`src/rtl/axi_single_beat_master_if.sv`:
```
// -----------------------------------------------------------------------------
// axi_single_beat_master_if
// Purpose : bundles the simple memory request/response port and the five AXI4
//           channels (AR/R/AW/W/B) used by axi_single_beat_master.
// Ports   : none (signal container). Modports:
//           master - view of the bridge: drives req_ready/resp_*, AR*, RREADY,
//                    AW*, W*, BREADY; samples req_*, R*, ARREADY, AWREADY,
//                    WREADY, B*.
//           slave  - mirror view for whatever sits on the other side (CPU
//                    request source and AXI responder).
// Handshake: on every channel a transfer happens on the rising CLK edge where
//           VALID and READY are both 1. VALID never waits for READY, and once
//           raised it stays high with stable payload until that transfer.
// -----------------------------------------------------------------------------
interface axi_single_beat_master_if;
   // request / response side
   logic        req_valid;
   logic        req_write;
   logic [31:0] req_addr;
   logic [31:0] req_wdata;
   logic [3:0]  req_wstrb;
   logic        req_ready;
   logic        resp_valid;
   logic [31:0] resp_rdata;
   logic        resp_err;
   // read address
   logic [3:0]  ARID;
   logic [31:0] ARADDR;
   logic [3:0]  ARLEN;
   logic [2:0]  ARSIZE;
   logic [1:0]  ARBURST;
   logic        ARVALID;
   logic        ARREADY;
   // read data
   logic [3:0]  RID;
   logic [31:0] RDATA;
   logic [1:0]  RRESP;
   logic        RLAST;
   logic        RVALID;
   logic        RREADY;
   // write address
   logic [3:0]  AWID;
   logic [31:0] AWADDR;
   logic [3:0]  AWLEN;
   logic [2:0]  AWSIZE;
   logic [1:0]  AWBURST;
   logic        AWVALID;
   logic        AWREADY;
   // write data
   logic [31:0] WDATA;
   logic [3:0]  WSTRB;
   logic        WLAST;
   logic        WVALID;
   logic        WREADY;
   // write response
   logic [3:0]  BID;
   logic [1:0]  BRESP;
   logic        BVALID;
   logic        BREADY;

   modport master (
      input  req_valid, req_write, req_addr, req_wdata, req_wstrb,
      output req_ready, resp_valid, resp_rdata, resp_err,
      output ARID, ARADDR, ARLEN, ARSIZE, ARBURST, ARVALID,
      input  ARREADY,
      input  RID, RDATA, RRESP, RLAST, RVALID,
      output RREADY,
      output AWID, AWADDR, AWLEN, AWSIZE, AWBURST, AWVALID,
      input  AWREADY,
      output WDATA, WSTRB, WLAST, WVALID,
      input  WREADY,
      input  BID, BRESP, BVALID,
      output BREADY
   );

   modport slave (
      output req_valid, req_write, req_addr, req_wdata, req_wstrb,
      input  req_ready, resp_valid, resp_rdata, resp_err,
      input  ARID, ARADDR, ARLEN, ARSIZE, ARBURST, ARVALID,
      output ARREADY,
      output RID, RDATA, RRESP, RLAST, RVALID,
      input  RREADY,
      input  AWID, AWADDR, AWLEN, AWSIZE, AWBURST, AWVALID,
      output AWREADY,
      input  WDATA, WSTRB, WLAST, WVALID,
      output WREADY,
      output BID, BRESP, BVALID,
      input  BREADY
   );
endinterface

```
`src/rtl/axi_single_beat_master.sv`:
```
// -----------------------------------------------------------------------------
// axi_single_beat_master
// Purpose : turns a one-request-at-a-time memory port into single-beat AXI4
//           read (AR/R) or write (AW/W/B) transactions. At most one
//           transaction is outstanding.
// Ports   : CLK     - clock, rising edge
//           RST     - asynchronous, active-high reset
//           bus     - axi_single_beat_master_if.master (request/response port
//                     and all AXI channels)
//           state_o - current FSM state (0 IDLE, 1 RADDR, 2 RDATA, 3 WREQ,
//                     4 WRESP) for observation
// -----------------------------------------------------------------------------
module axi_single_beat_master #(
   parameter logic [3:0] MASTER_ID = 4'd0
) (
   input  logic                             CLK,
   input  logic                             RST,
   axi_single_beat_master_if.master         bus,
   output logic [2:0]                       state_o
);

   typedef enum logic [2:0] {
      S_IDLE  = 3'd0,
      S_RADDR = 3'd1,
      S_RDATA = 3'd2,
      S_WREQ  = 3'd3,
      S_WRESP = 3'd4
   } state_e;

   state_e      state_q, state_d;
   logic        aw_done_q, aw_done_d;
   logic        w_done_q, w_done_d;
   logic [31:0] addr_q, addr_d;
   logic [31:0] wdata_q, wdata_d;
   logic [3:0]  wstrb_q, wstrb_d;
   logic        resp_valid_q, resp_valid_d;
   logic [31:0] resp_rdata_q, resp_rdata_d;
   logic        resp_err_q, resp_err_d;

   logic        req_ready, arvalid, rready, awvalid, wvalid, bready;
   logic        aw_fin, w_fin;

   always_ff @(posedge CLK or posedge RST) begin
      if (RST) begin
         state_q      <= S_IDLE;
         aw_done_q    <= 1'b0;
         w_done_q     <= 1'b0;
         addr_q       <= 32'd0;
         wdata_q      <= 32'd0;
         wstrb_q      <= 4'd0;
         resp_valid_q <= 1'b0;
         resp_rdata_q <= 32'd0;
         resp_err_q   <= 1'b0;
      end else begin
         state_q      <= state_d;
         aw_done_q    <= aw_done_d;
         w_done_q     <= w_done_d;
         addr_q       <= addr_d;
         wdata_q      <= wdata_d;
         wstrb_q      <= wstrb_d;
         resp_valid_q <= resp_valid_d;
         resp_rdata_q <= resp_rdata_d;
         resp_err_q   <= resp_err_d;
      end
   end

   always_comb begin
      state_d      = state_q;
      aw_done_d    = aw_done_q;
      w_done_d     = w_done_q;
      addr_d       = addr_q;
      wdata_d      = wdata_q;
      wstrb_d      = wstrb_q;
      resp_valid_d = 1'b0;
      resp_rdata_d = resp_rdata_q;
      resp_err_d   = resp_err_q;
      req_ready    = 1'b0;
      arvalid      = 1'b0;
      rready       = 1'b0;
      awvalid      = 1'b0;
      wvalid       = 1'b0;
      bready       = 1'b0;
      aw_fin       = 1'b0;
      w_fin        = 1'b0;
      case (state_q)
         S_IDLE: begin
            // The reset state is IDLE, but nothing may be accepted while
            // reset is still held.
            req_ready = ~RST;
            if (bus.req_valid) begin
               addr_d  = bus.req_addr;
               wdata_d = bus.req_wdata;
               wstrb_d = bus.req_wstrb;
               state_d = bus.req_write ? S_WREQ : S_RADDR;
            end
         end
         S_RADDR: begin
            arvalid = 1'b1;
            if (bus.ARREADY) state_d = S_RDATA;
         end
         S_RDATA: begin
            rready = 1'b1;
            // Single-beat transfer: the first R beat completes it, RLAST is
            // not consulted.
            if (bus.RVALID) begin
               resp_valid_d = 1'b1;
               resp_rdata_d = bus.RDATA;
               resp_err_d   = (bus.RRESP != 2'b00);
               state_d      = S_IDLE;
            end
         end
         S_WREQ: begin
            awvalid = ~aw_done_q;
            wvalid  = ~w_done_q;
            // Either channel may finish first; a channel counts as finished
            // if it already was or handshakes in this cycle.
            aw_fin  = aw_done_q | (awvalid & bus.AWREADY);
            w_fin   = w_done_q  | (wvalid  & bus.WREADY);
            if (aw_fin && w_fin) begin
               aw_done_d = 1'b0;
               w_done_d  = 1'b0;
               state_d   = S_WRESP;
            end else begin
               aw_done_d = aw_fin;
               w_done_d  = w_fin;
            end
         end
         S_WRESP: begin
            bready = 1'b1;
            if (bus.BVALID) begin
               resp_valid_d = 1'b1;
               resp_err_d   = (bus.BRESP != 2'b00);
               state_d      = S_IDLE;
            end
         end
         default: state_d = S_IDLE;
      endcase
   end

   assign bus.req_ready  = req_ready;
   assign bus.resp_valid = resp_valid_q;
   assign bus.resp_rdata = resp_rdata_q;
   assign bus.resp_err   = resp_err_q;

   assign bus.ARID    = MASTER_ID;
   assign bus.ARADDR  = addr_q;
   assign bus.ARLEN   = 4'd0;
   assign bus.ARSIZE  = 3'b010;
   assign bus.ARBURST = 2'b01;
   assign bus.ARVALID = arvalid;
   assign bus.RREADY  = rready;

   assign bus.AWID    = MASTER_ID;
   assign bus.AWADDR  = addr_q;
   assign bus.AWLEN   = 4'd0;
   assign bus.AWSIZE  = 3'b010;
   assign bus.AWBURST = 2'b01;
   assign bus.AWVALID = awvalid;
   assign bus.WDATA   = wdata_q;
   assign bus.WSTRB   = wstrb_q;
   assign bus.WLAST   = 1'b1;
   assign bus.WVALID  = wvalid;
   assign bus.BREADY  = bready;

   assign state_o = state_q;

endmodule
```
`src/flat_wrapper.sv`:
```
// flat-port wrapper written by rule: the top's interface ports become plain ports
module axi_single_beat_master_flat 
#(
   parameter logic [3:0] MASTER_ID = 4'd0
)
  (CLK, RST, state_o, bus_req_valid, bus_req_write, bus_req_addr, bus_req_wdata, bus_req_wstrb, bus_req_ready, bus_resp_valid, bus_resp_rdata, bus_resp_err, bus_ARID, bus_ARADDR, bus_ARLEN, bus_ARSIZE, bus_ARBURST, bus_ARVALID, bus_ARREADY, bus_RID, bus_RDATA, bus_RRESP, bus_RLAST, bus_RVALID, bus_RREADY, bus_AWID, bus_AWADDR, bus_AWLEN, bus_AWSIZE, bus_AWBURST, bus_AWVALID, bus_AWREADY, bus_WDATA, bus_WSTRB, bus_WLAST, bus_WVALID, bus_WREADY, bus_BID, bus_BRESP, bus_BVALID, bus_BREADY);
  axi_single_beat_master_if bus_i ();
  input  logic CLK;
  input  logic RST;
  output logic [2:0] state_o;
  input wire logic [$bits(bus_i.req_valid)-1:0] bus_req_valid;
  input wire logic [$bits(bus_i.req_write)-1:0] bus_req_write;
  input wire logic [$bits(bus_i.req_addr)-1:0] bus_req_addr;
  input wire logic [$bits(bus_i.req_wdata)-1:0] bus_req_wdata;
  input wire logic [$bits(bus_i.req_wstrb)-1:0] bus_req_wstrb;
  output wire logic [$bits(bus_i.req_ready)-1:0] bus_req_ready;
  output wire logic [$bits(bus_i.resp_valid)-1:0] bus_resp_valid;
  output wire logic [$bits(bus_i.resp_rdata)-1:0] bus_resp_rdata;
  output wire logic [$bits(bus_i.resp_err)-1:0] bus_resp_err;
  output wire logic [$bits(bus_i.ARID)-1:0] bus_ARID;
  output wire logic [$bits(bus_i.ARADDR)-1:0] bus_ARADDR;
  output wire logic [$bits(bus_i.ARLEN)-1:0] bus_ARLEN;
  output wire logic [$bits(bus_i.ARSIZE)-1:0] bus_ARSIZE;
  output wire logic [$bits(bus_i.ARBURST)-1:0] bus_ARBURST;
  output wire logic [$bits(bus_i.ARVALID)-1:0] bus_ARVALID;
  input wire logic [$bits(bus_i.ARREADY)-1:0] bus_ARREADY;
  input wire logic [$bits(bus_i.RID)-1:0] bus_RID;
  input wire logic [$bits(bus_i.RDATA)-1:0] bus_RDATA;
  input wire logic [$bits(bus_i.RRESP)-1:0] bus_RRESP;
  input wire logic [$bits(bus_i.RLAST)-1:0] bus_RLAST;
  input wire logic [$bits(bus_i.RVALID)-1:0] bus_RVALID;
  output wire logic [$bits(bus_i.RREADY)-1:0] bus_RREADY;
  output wire logic [$bits(bus_i.AWID)-1:0] bus_AWID;
  output wire logic [$bits(bus_i.AWADDR)-1:0] bus_AWADDR;
  output wire logic [$bits(bus_i.AWLEN)-1:0] bus_AWLEN;
  output wire logic [$bits(bus_i.AWSIZE)-1:0] bus_AWSIZE;
  output wire logic [$bits(bus_i.AWBURST)-1:0] bus_AWBURST;
  output wire logic [$bits(bus_i.AWVALID)-1:0] bus_AWVALID;
  input wire logic [$bits(bus_i.AWREADY)-1:0] bus_AWREADY;
  output wire logic [$bits(bus_i.WDATA)-1:0] bus_WDATA;
  output wire logic [$bits(bus_i.WSTRB)-1:0] bus_WSTRB;
  output wire logic [$bits(bus_i.WLAST)-1:0] bus_WLAST;
  output wire logic [$bits(bus_i.WVALID)-1:0] bus_WVALID;
  input wire logic [$bits(bus_i.WREADY)-1:0] bus_WREADY;
  input wire logic [$bits(bus_i.BID)-1:0] bus_BID;
  input wire logic [$bits(bus_i.BRESP)-1:0] bus_BRESP;
  input wire logic [$bits(bus_i.BVALID)-1:0] bus_BVALID;
  output wire logic [$bits(bus_i.BREADY)-1:0] bus_BREADY;
  assign bus_i.req_valid = bus_req_valid;
  assign bus_i.req_write = bus_req_write;
  assign bus_i.req_addr = bus_req_addr;
  assign bus_i.req_wdata = bus_req_wdata;
  assign bus_i.req_wstrb = bus_req_wstrb;
  assign bus_req_ready = bus_i.req_ready;
  assign bus_resp_valid = bus_i.resp_valid;
  assign bus_resp_rdata = bus_i.resp_rdata;
  assign bus_resp_err = bus_i.resp_err;
  assign bus_ARID = bus_i.ARID;
  assign bus_ARADDR = bus_i.ARADDR;
  assign bus_ARLEN = bus_i.ARLEN;
  assign bus_ARSIZE = bus_i.ARSIZE;
  assign bus_ARBURST = bus_i.ARBURST;
  assign bus_ARVALID = bus_i.ARVALID;
  assign bus_i.ARREADY = bus_ARREADY;
  assign bus_i.RID = bus_RID;
  assign bus_i.RDATA = bus_RDATA;
  assign bus_i.RRESP = bus_RRESP;
  assign bus_i.RLAST = bus_RLAST;
  assign bus_i.RVALID = bus_RVALID;
  assign bus_RREADY = bus_i.RREADY;
  assign bus_AWID = bus_i.AWID;
  assign bus_AWADDR = bus_i.AWADDR;
  assign bus_AWLEN = bus_i.AWLEN;
  assign bus_AWSIZE = bus_i.AWSIZE;
  assign bus_AWBURST = bus_i.AWBURST;
  assign bus_AWVALID = bus_i.AWVALID;
  assign bus_i.AWREADY = bus_AWREADY;
  assign bus_WDATA = bus_i.WDATA;
  assign bus_WSTRB = bus_i.WSTRB;
  assign bus_WLAST = bus_i.WLAST;
  assign bus_WVALID = bus_i.WVALID;
  assign bus_i.WREADY = bus_WREADY;
  assign bus_i.BID = bus_BID;
  assign bus_i.BRESP = bus_BRESP;
  assign bus_i.BVALID = bus_BVALID;
  assign bus_BREADY = bus_i.BREADY;
  axi_single_beat_master #(.MASTER_ID(MASTER_ID)) u_core (.CLK(CLK), .RST(RST), .bus(bus_i), .state_o(state_o));
endmodule
```
`config.mk`:
```
export PLATFORM = sky130hd
export DESIGN_NAME = axi_single_beat_master_flat
export DESIGN_NICKNAME = d
export VERILOG_FILES = /design/src/rtl/axi_single_beat_master_if.sv /design/src/rtl/axi_single_beat_master.sv /design/src/flat_wrapper.sv
export SDC_FILE = /design/constraint.sdc
export NUM_CORES = 1
export LEC_CHECK = 0
export CAP_MARGIN = 5
export CORE_ASPECT_RATIO = 0.5
export CORE_MARGIN = 10
export CORE_UTILIZATION = 37
export DETAILED_ROUTE_END_ITERATION = 10
export GPL_TIMING_DRIVEN = 1
export PLACE_DENSITY = 0.86
export SLEW_MARGIN = 20
export SYNTH_ARGS = -nofsm -noshare
export SYNTH_HDL_FRONTEND = slang
export SYNTH_SLANG_ARGS = --single-unit
```
`constraint.sdc`:
```
create_clock -name CLK -period 5.7 [get_ports CLK]
set_clock_uncertainty 0.05 [all_clocks]
set_input_delay 1.71 -clock CLK [delete_from_list [all_inputs] [get_ports CLK]]
set_output_delay 1.71 -clock CLK [all_outputs]
set_load 0.01 [all_outputs]
```
== After elaboration in Yosys (flattened, before gate mapping) ==
Index checks and enable logic that the tools add are counted.
Cells by class
  eq/ne operators: 9
  bitwise logic cells: 7
  reductions and logical operators: 9
  muxes and demuxes: 21
Operator list (count)
  3-bit two-way mux: 5
  3-bit case mux with 5 select lines: 1
  1-bit two-way mux: 12
  2-bit inequality test, second input constant: 4
  3-bit by 2-bit equality test with 1-bit output, second input constant: 2
  2-bit nonzero test: 3
  5-bit AND reduction: 1
  1-bit case mux with 2 select lines: 2
  2-bit AND reduction: 2
  3-bit by 1-bit equality test with 1-bit output, second input constant: 1
  3-bit equality test, second input constant: 1
  3-bit zero test: 1
  1-bit NOT: 3
  3-bit AND reduction: 1
  1-bit bitwise AND: 2
  2-bit two-way mux: 1
  2-bit by 1-bit inequality test with 1-bit output, second input constant: 1
  1-bit bitwise OR: 2
  1-bit logical AND: 1
Storage, ports and cells
  word-level logic and storage cells: 55
  bits of input ports: 122
  flip-flop bits (word level): 107

== Logic depth before layout (Yosys ltp) ==
Gate-level depths: netlist of run 1.
  depth in word-level cells: 6
  mapped depth: 6
  gate-level depth less buffers: 3

== Worst setup path before layout of run 1 ==
No wires, ideal clock.
  kind: input -> output
  start: input RST
  end: output bus_req_ready
  path slack: 1.877 ns
  arrival: 2.063 ns
  required time: 3.940 ns
  cell stages on the path: 1
  cell sequence: nor4_1
Between the ends
  cells in the longest elaborated chain, start to end: 2
Ends and longest elaborated chain
  from (decl): RTL line flat_wrapper.sv:9  | input logic RST;
  1-bit NOT: RTL line axi_single_beat_master.sv:89  | req_ready = ~RST;
  1-bit two-way mux: RTL line axi_single_beat_master.sv:85  | case (state_q)
  to (decl): RTL line flat_wrapper.sv:16  | output wire logic [$bits(bus_i.req_ready)-1:0] bus_req_ready;
Every way passes these cells.

== Worst setup path in the final report of run 1 ==
Same ends and word-level chain as after synthesis.

==> results of run 1 <==
-- cells in the mapped netlist (all sizes together) --
cell type  count
clkbuf         2
a221oi         1
and2           1
and3b          1
nor4b          1
nand2b         1
o21bai         1
o2bb2ai        1
inv            3
nor4           1
nor3b          2
conb           2
nor2          12
nand3b         4
dfrtp        107
o22ai          1
mux2i          2
a21oi          5
buf           71
mux2         101
-- area by class of cell --
cell class / instances / area, um2
Timing Repair Buffer: 259 / 2580
Multi-Input combinational cell: 162 / 1460
Clock inverter: 4 / 47.5
Inverter: 3 / 13.8
Fill cell: 935 / 4690
Sequential cell: 107 / 2680
Tap cell: 165 / 206
Clock buffer: 12 / 267
-- state kept, by name, summed over array words and instances, names as in the netlist --
name / flops
u_core.bus.ARADDR: 32
u_core.bus.WDATA: 32
u_core.bus.resp_rdata: 32
u_core.bus.WSTRB: 4
u_core.state_o: 3
u_core.aw_done_q: 1
u_core.bus.resp_err: 1
u_core.bus.resp_valid: 1
u_core.w_done_q: 1
-- logic make-up (layout without fill, tap and decap cells) --
group                  after synthesis  in the layout  synth area share
DFF                                107            107             0.585
and+or+nand+nor                     23             23            0.0320
AOI/OAI and AO/OA                    9              9            0.0123
other                                2             27           0.00164
buffers and inverters               76            278             0.117
muxes                              103            103             0.253
-- layer usage --
layer / routed length [um] / vias to the layer above
met2: 8510 / 72
met3: 720 / 6
li1: - / 1452
met5: 0 / -
met4: 131 / 0
met1: 4780 / 1572
-- power by group --
group | total, uW | internal [uW] | switching, uW
Sequential | 1420 | 1150 | 270
Combinational | 2090 | 1310 | 780
Clock | 642 | 375 | 266
Total | 4150 | 2830 | 1320
-- final timing paths --
check                                     start               endpoint  slack [ns]
max reg2reg                   u_core.state_o[1]  u_core.bus.ARADDR[18]        3.63
min                        u_core.bus.WDATA[15]   u_core.bus.WDATA[15]        0.44
max in group asynchronous                   RST  u_core.bus.ARADDR[25]        2.68
min in group asynchronous                   RST    u_core.bus.WDATA[3]        1.92
min reg2reg                u_core.bus.WDATA[15]   u_core.bus.WDATA[15]        0.44
max                                         RST          bus_req_ready        0.97
-- stage by stage --
step	cell area, um2	utilization	setup WS (ns)	hold WS, ns
final	7260	0.607	0.968	0.437
after global routing	7260	0.607	0.852	0.460
after CTS	7260	0.607	0.947	0.441
after detailed placement	6940	0.581	0.938	0.425
after global placement	6940	0.581	1.00	0.418
after floorplan	4670	-	1.12	0.472
==> results by group, run 1 <==
Global routing
  – GR met2 Demand/Resource: 0.318
  – Initial antenna violation count: 0
  – Gr busiest metal: met2
  – Vias in the first global route: 3,316
  – Met1 Track Usage GR: 0.153
  – First-pass GRT wire length: 21.0 mm
  – Gr usage total: 0.155
  – Largest net degree at the start of global routing: 79
  – Total gr overflow: 0
  – M3 GR Usage: 0.0388

Cells and area
  – Share of cells above drive strength 1: 0.208
  – Final non-filler cell total: 712
  – Layout net count: 664
  – Most frequent cells in the layout: clkdlybuf4s50_1, dfrtp_1, mux2_2, conb_1, nor2_1
  – Area Growth Syn to Fin: 58.4%
  – Commonest non-fill, non-tap cell in the layout: clkdlybuf4s50_1
  – Ant diodes: 0

Yosys
  – Mapped cell area: 4580 um2
  – Yosys warnings: 0
  – Top cells by area, synth: dfrtp_1, mux2_2, buf_4
  – Average cell area after synthesis: 14.3 um2
  – Register area share after synthesis: 0.585
  – Synth top area share: 0.585
  – Dominant cell type by area after synthesis: dfrtp_1
  – Netlist cell types: 23
  – Synthesized flop and latch total: 107
  – Post-Synthesis Cells: 320

Clock tree
  – CTS tree: yes
  – # H-tree levels: 3
  – Clk Latency, worst-skew pair: 0.33 ns
  – Root Buffer: clkbuf_16
  – Clock slew at reported path FFs: 0.07 ns
  – CTS Buf Count: 9
  – Clock buffer depth: 2
  – Post-CTS Hold Fix Bufs: 0
  – Clock sinks: 107
  – Post-CTS Setup Repair Bufs: 0
  – Post-CTS resize count: 0

Timing
  – Tmin final: 4.73 ns
  – Max-slew violations: 0
  – Maximum clock rate: 211 MHz
  – RSZ-0062 raised after global routing: no
  – Period utilization: 0.830
  – Slew Limit Headroom: 0.348
  – # setup viols final: 0
  – Hold Vio Cnt, Final: 0
  – Final setup TNS: 0 ns
  – Measured slew at the worst slew-check pin: 0.977 ns

Detailed routing
  – TritonRoute pass-1 iters: 4
  – Wire per inst: 19.9 um
  – # DRC: 0
  – Drt total wl: 14.1 mm
  – DRT iter0 DRCs: 147
  – DR vias: 3,102
  – Final ANT Viol Nets: 0
  – Routed vias/inst: 4.36

Die
  – Core area: 11,900 um2
  – DIE HEIGHT: 98.7 um
  – Num ports: 292
  – Die area: 17,500 um2
  – Starting Density: 0.383
  – Die Span X: 177 um
  – # rows: 28

Worst setup path
  – Worst Path Arrival: 2.97 ns
  – Crit. path cell count: 3
  – Worst-path cell chain: clkdlybuf4s50_1 > nor4_1 > clkdlybuf4s50_1
  – Setup crit end kind: primary output
  – Crit Path Class: input port to primary output
  – CP most frequent cell: clkdlybuf4s50_1
  – CP max-delay cell: clkdlybuf4s50_1
  – R2R cell count: 3
  – Worst path bufs/invs: 2
  – CP max FO: 2
  – WP data required: 3.94 ns
  – Startpoint Class: input port
  – Critical path's largest stage delay: 0.59 ns
  – Kind of cell adding the most delay to the critical path: buffers and inverters

Power and ir drop
  – Peak supply drop: 0.000193 V
  – Final Power: 4150 uW
  – Leakage: 0.00299 uW
  – Pwr Density: 572 nW/um2

Run
  – Max-cap violation count: 0

Placement
  – Placed wire-length estimate: 11.5 mm
  – Placed Instances: 696
  – GPL Wtd Cong: 0.771
  – PortBufs: 255

Min path
  – Hold WC Path Type: flop to flop
  – WHS Path Cells: 1

Status
  – Status: finished clean
Power figures use the tool's default switching activity.
==> run 2: changes to the inputs <==
- CORE_UTILIZATION: 37 -> 33
- PLACE_DENSITY: 0.86 -> 0.82
- clock period: 5.7 -> 4.1 ns (I/O delays scaled with it)
==> run 2 against run 1 <==
Against the previous run: global-route usage fell by 2.1 points; flip-flop and latch count did not move; final cell count rose by 3.8%; routed wire length fell by 4.5%; combinational power rose by 39%; count of clock-buffer cells in the layout fell by 2; register-to-register slack got worse by 1.7 ns; core utilization fell by 6.8 points; die area rose by 10%; critical path depth did not move; critical path type unchanged; critical endpoint unchanged; largest power group unchanged.
==> results by group, run 2 (synthesis results as in run 1) <==
Power and ir drop
  – Seq pwr share: 0.338
  – Leakage: 0.00300 uW
  – Pwr Density: 788 nW/um2
  – Switch share: 0.314
  – NetSw: 1800 uW
  – Cell-internal power: 3950 uW
  – Comb pwr share: 0.503
  – Peak supply drop: 0.000298 V
  – Clock network power share: 0.158

Placement
  – GPL Wtd Cong: 0.731
  – Placed wire-length estimate: 10.9 mm
  – PortBufs: 255

Min path
  – Hold WC Path Type: flop to flop

Worst setup path
  – CP max-delay cell: clkdlybuf4s50_1
  – CP Capture Point: bus_req_ready
  – Worst-path cell chain: clkdlybuf4s50_1 > nor4_1 > clkdlybuf4s50_1
  – CP max FO: 2
  – WP data required: 2.82 ns
  – CP most frequent cell: clkdlybuf4s50_1
  – R2r endpoint: u_core.bus.WDATA[4]
  – Startpoint Class: input port
  – Critical R2R Launch: u_core.state_o[1]
  – Setup crit end kind: primary output
  – Crit Path Class: input port to primary output
  – Worst Path Arrival: 2.48 ns
  – R2r setup slk: 1.97 ns
  – R2R cell count: 3
  – Critical path's largest stage delay: 0.58 ns
  – Crit. Startpoint: RST

Die
  – DIE HEIGHT: 103 um
  – Die Span X: 187 um
  – Core area: 13,600 um2
  – Die area: 19,300 um2
  – # rows: 30
  – Num ports: 292
  – Starting Density: 0.338

Detailed routing
  – DR vias: 3,153
  – Routed vias/inst: 4.27
  – Wire per inst: 18.3 um
  – Drt total wl: 13.5 mm
  – Final ANT Viol Nets: 0
  – # DRC: 0
  – DRT iter0 DRCs: 110
  – TritonRoute pass-1 iters: 4

Timing
  – Hold Vio Cnt, Final: 0
  – Tmin final: 3.76 ns
  – Max-slew violations: 0
  – # setup viols final: 0
  – Period utilization: 0.918
  – Measured slew at the worst slew-check pin: 0.685 ns
  – Hold slack: 0.436 ns
  – RSZ-0062 raised after global routing: no
  – Slew Limit Headroom: 0.543
  – Final setup TNS: 0 ns
  – Maximum clock rate: 266 MHz

Clock tree
  – # H-tree levels: 3
  – CTS Buf Count: 9
  – CTS tree: yes
  – Clock buffer depth: 2
  – Clk Latency, worst-skew pair: 0.34 ns
  – Clock slew at reported path FFs: 0.07 ns
  – Post-CTS Hold Fix Bufs: 0
  – Clock sinks: 107
  – Root Buffer: clkbuf_16
  – Post-CTS resize count: 0
  – Post-CTS Setup Repair Bufs: 0

Cells and area
  – Most frequent cells in the layout: clkdlybuf4s50_1, dfrtp_1, mux2_2, conb_1, nor2_1
  – Filler instances: 1,158
  – Share of cells above drive strength 1: 0.207
  – Area Growth Syn to Fin: 59.5%
  – Commonest non-fill, non-tap cell in the layout: clkdlybuf4s50_1
  – Ant diodes: 0
  – Layout net count: 665

Global routing
  – Vias in the first global route: 3,499
  – Gr usage total: 0.134
  – Initial antenna violation count: 0
  – Total gr overflow: 0
  – First-pass GRT wire length: 20.3 mm
  – Largest net degree at the start of global routing: 54

Run
  – Max-cap violation count: 0

Status
  – Status: finished clean
run 2: routing by layer:
metal / wire length (um) / vias up / GRT usage
li1: - / 1451 / -
met1: 4310 / 1583 / 0.119
met2: 7950 / 108 / 0.276
met3: 1070 / 11 / 0.0572
met4: 159 / 0 / 0.0382
met5: 0 / - / 0
run 2: layout make-up:
class | instances | area [um2] | area share
clock inverters | 5 | 78.8 | 0.0108
clock buffers | 10 | 229 | 0.0314
multi-input cells | 162 | 1460 | 0.200
inverters | 3 | 13.8 | 0.00188
flip-flops and latches | 107 | 2680 | 0.367
repair buffers | 260 | 2600 | 0.356
well taps | 192 | 240 | 0.0329
run 2: worst min-delay path by stage:
stage                                          from                        end  slack (ns)  depth (start not counted)
after floorplan                     u_core.w_done_q            u_core.w_done_q        0.47                          2
after global placement    u_core.bus.resp_rdata[23]  u_core.bus.resp_rdata[23]        0.42                          1
after detailed placement       u_core.bus.WDATA[15]       u_core.bus.WDATA[15]        0.42                          1
after CTS                      u_core.bus.WDATA[15]       u_core.bus.WDATA[15]        0.44                          1
after global routing           u_core.bus.WDATA[16]       u_core.bus.WDATA[16]        0.45                          1
final                          u_core.bus.WDATA[15]       u_core.bus.WDATA[15]        0.44                          1
run 2: power by group through the flow:
stage	Sequential, uW	Combinational (uW)	Clock (uW)
5_1_grt	2030	3070	982
4_1_cts	1960	2970	940
3_3_place_gp	1930	2910	0
6_report	1950	2900	909
2_1_floorplan	2160	1200	0
3_5_place_dp	1980	2960	0
run 2: per-stage QoR:
stage | setup WS (ns) | instance area, um2 | utilization | std cells | power [uW]
6_report | 0.338 | 7300 | 0.539 | 739 | 5750
5_1_grt | 0.301 | 7300 | 0.539 | 739 | 6090
4_1_cts | 0.330 | 7300 | 0.539 | 739 | 5860
3_5_place_dp | 0.330 | 7000 | 0.516 | 724 | 4930
3_3_place_gp | 0.326 | 7000 | 0.516 | 724 | 4840
2_1_floorplan | 0.00276 | 4670 | - | 345 | 3360
run 2: critical path, delay by kind of cell:
kind                   cells  cell delay, ns
buffers and inverters      2            1.05
AND/OR/NAND/NOR            1            0.20
==> run 3: changes to the inputs <==
- CAP_MARGIN: 5 -> default
==> results of run 3 <==
The final DEF is identical to that of run 2; final timing and power are the same.
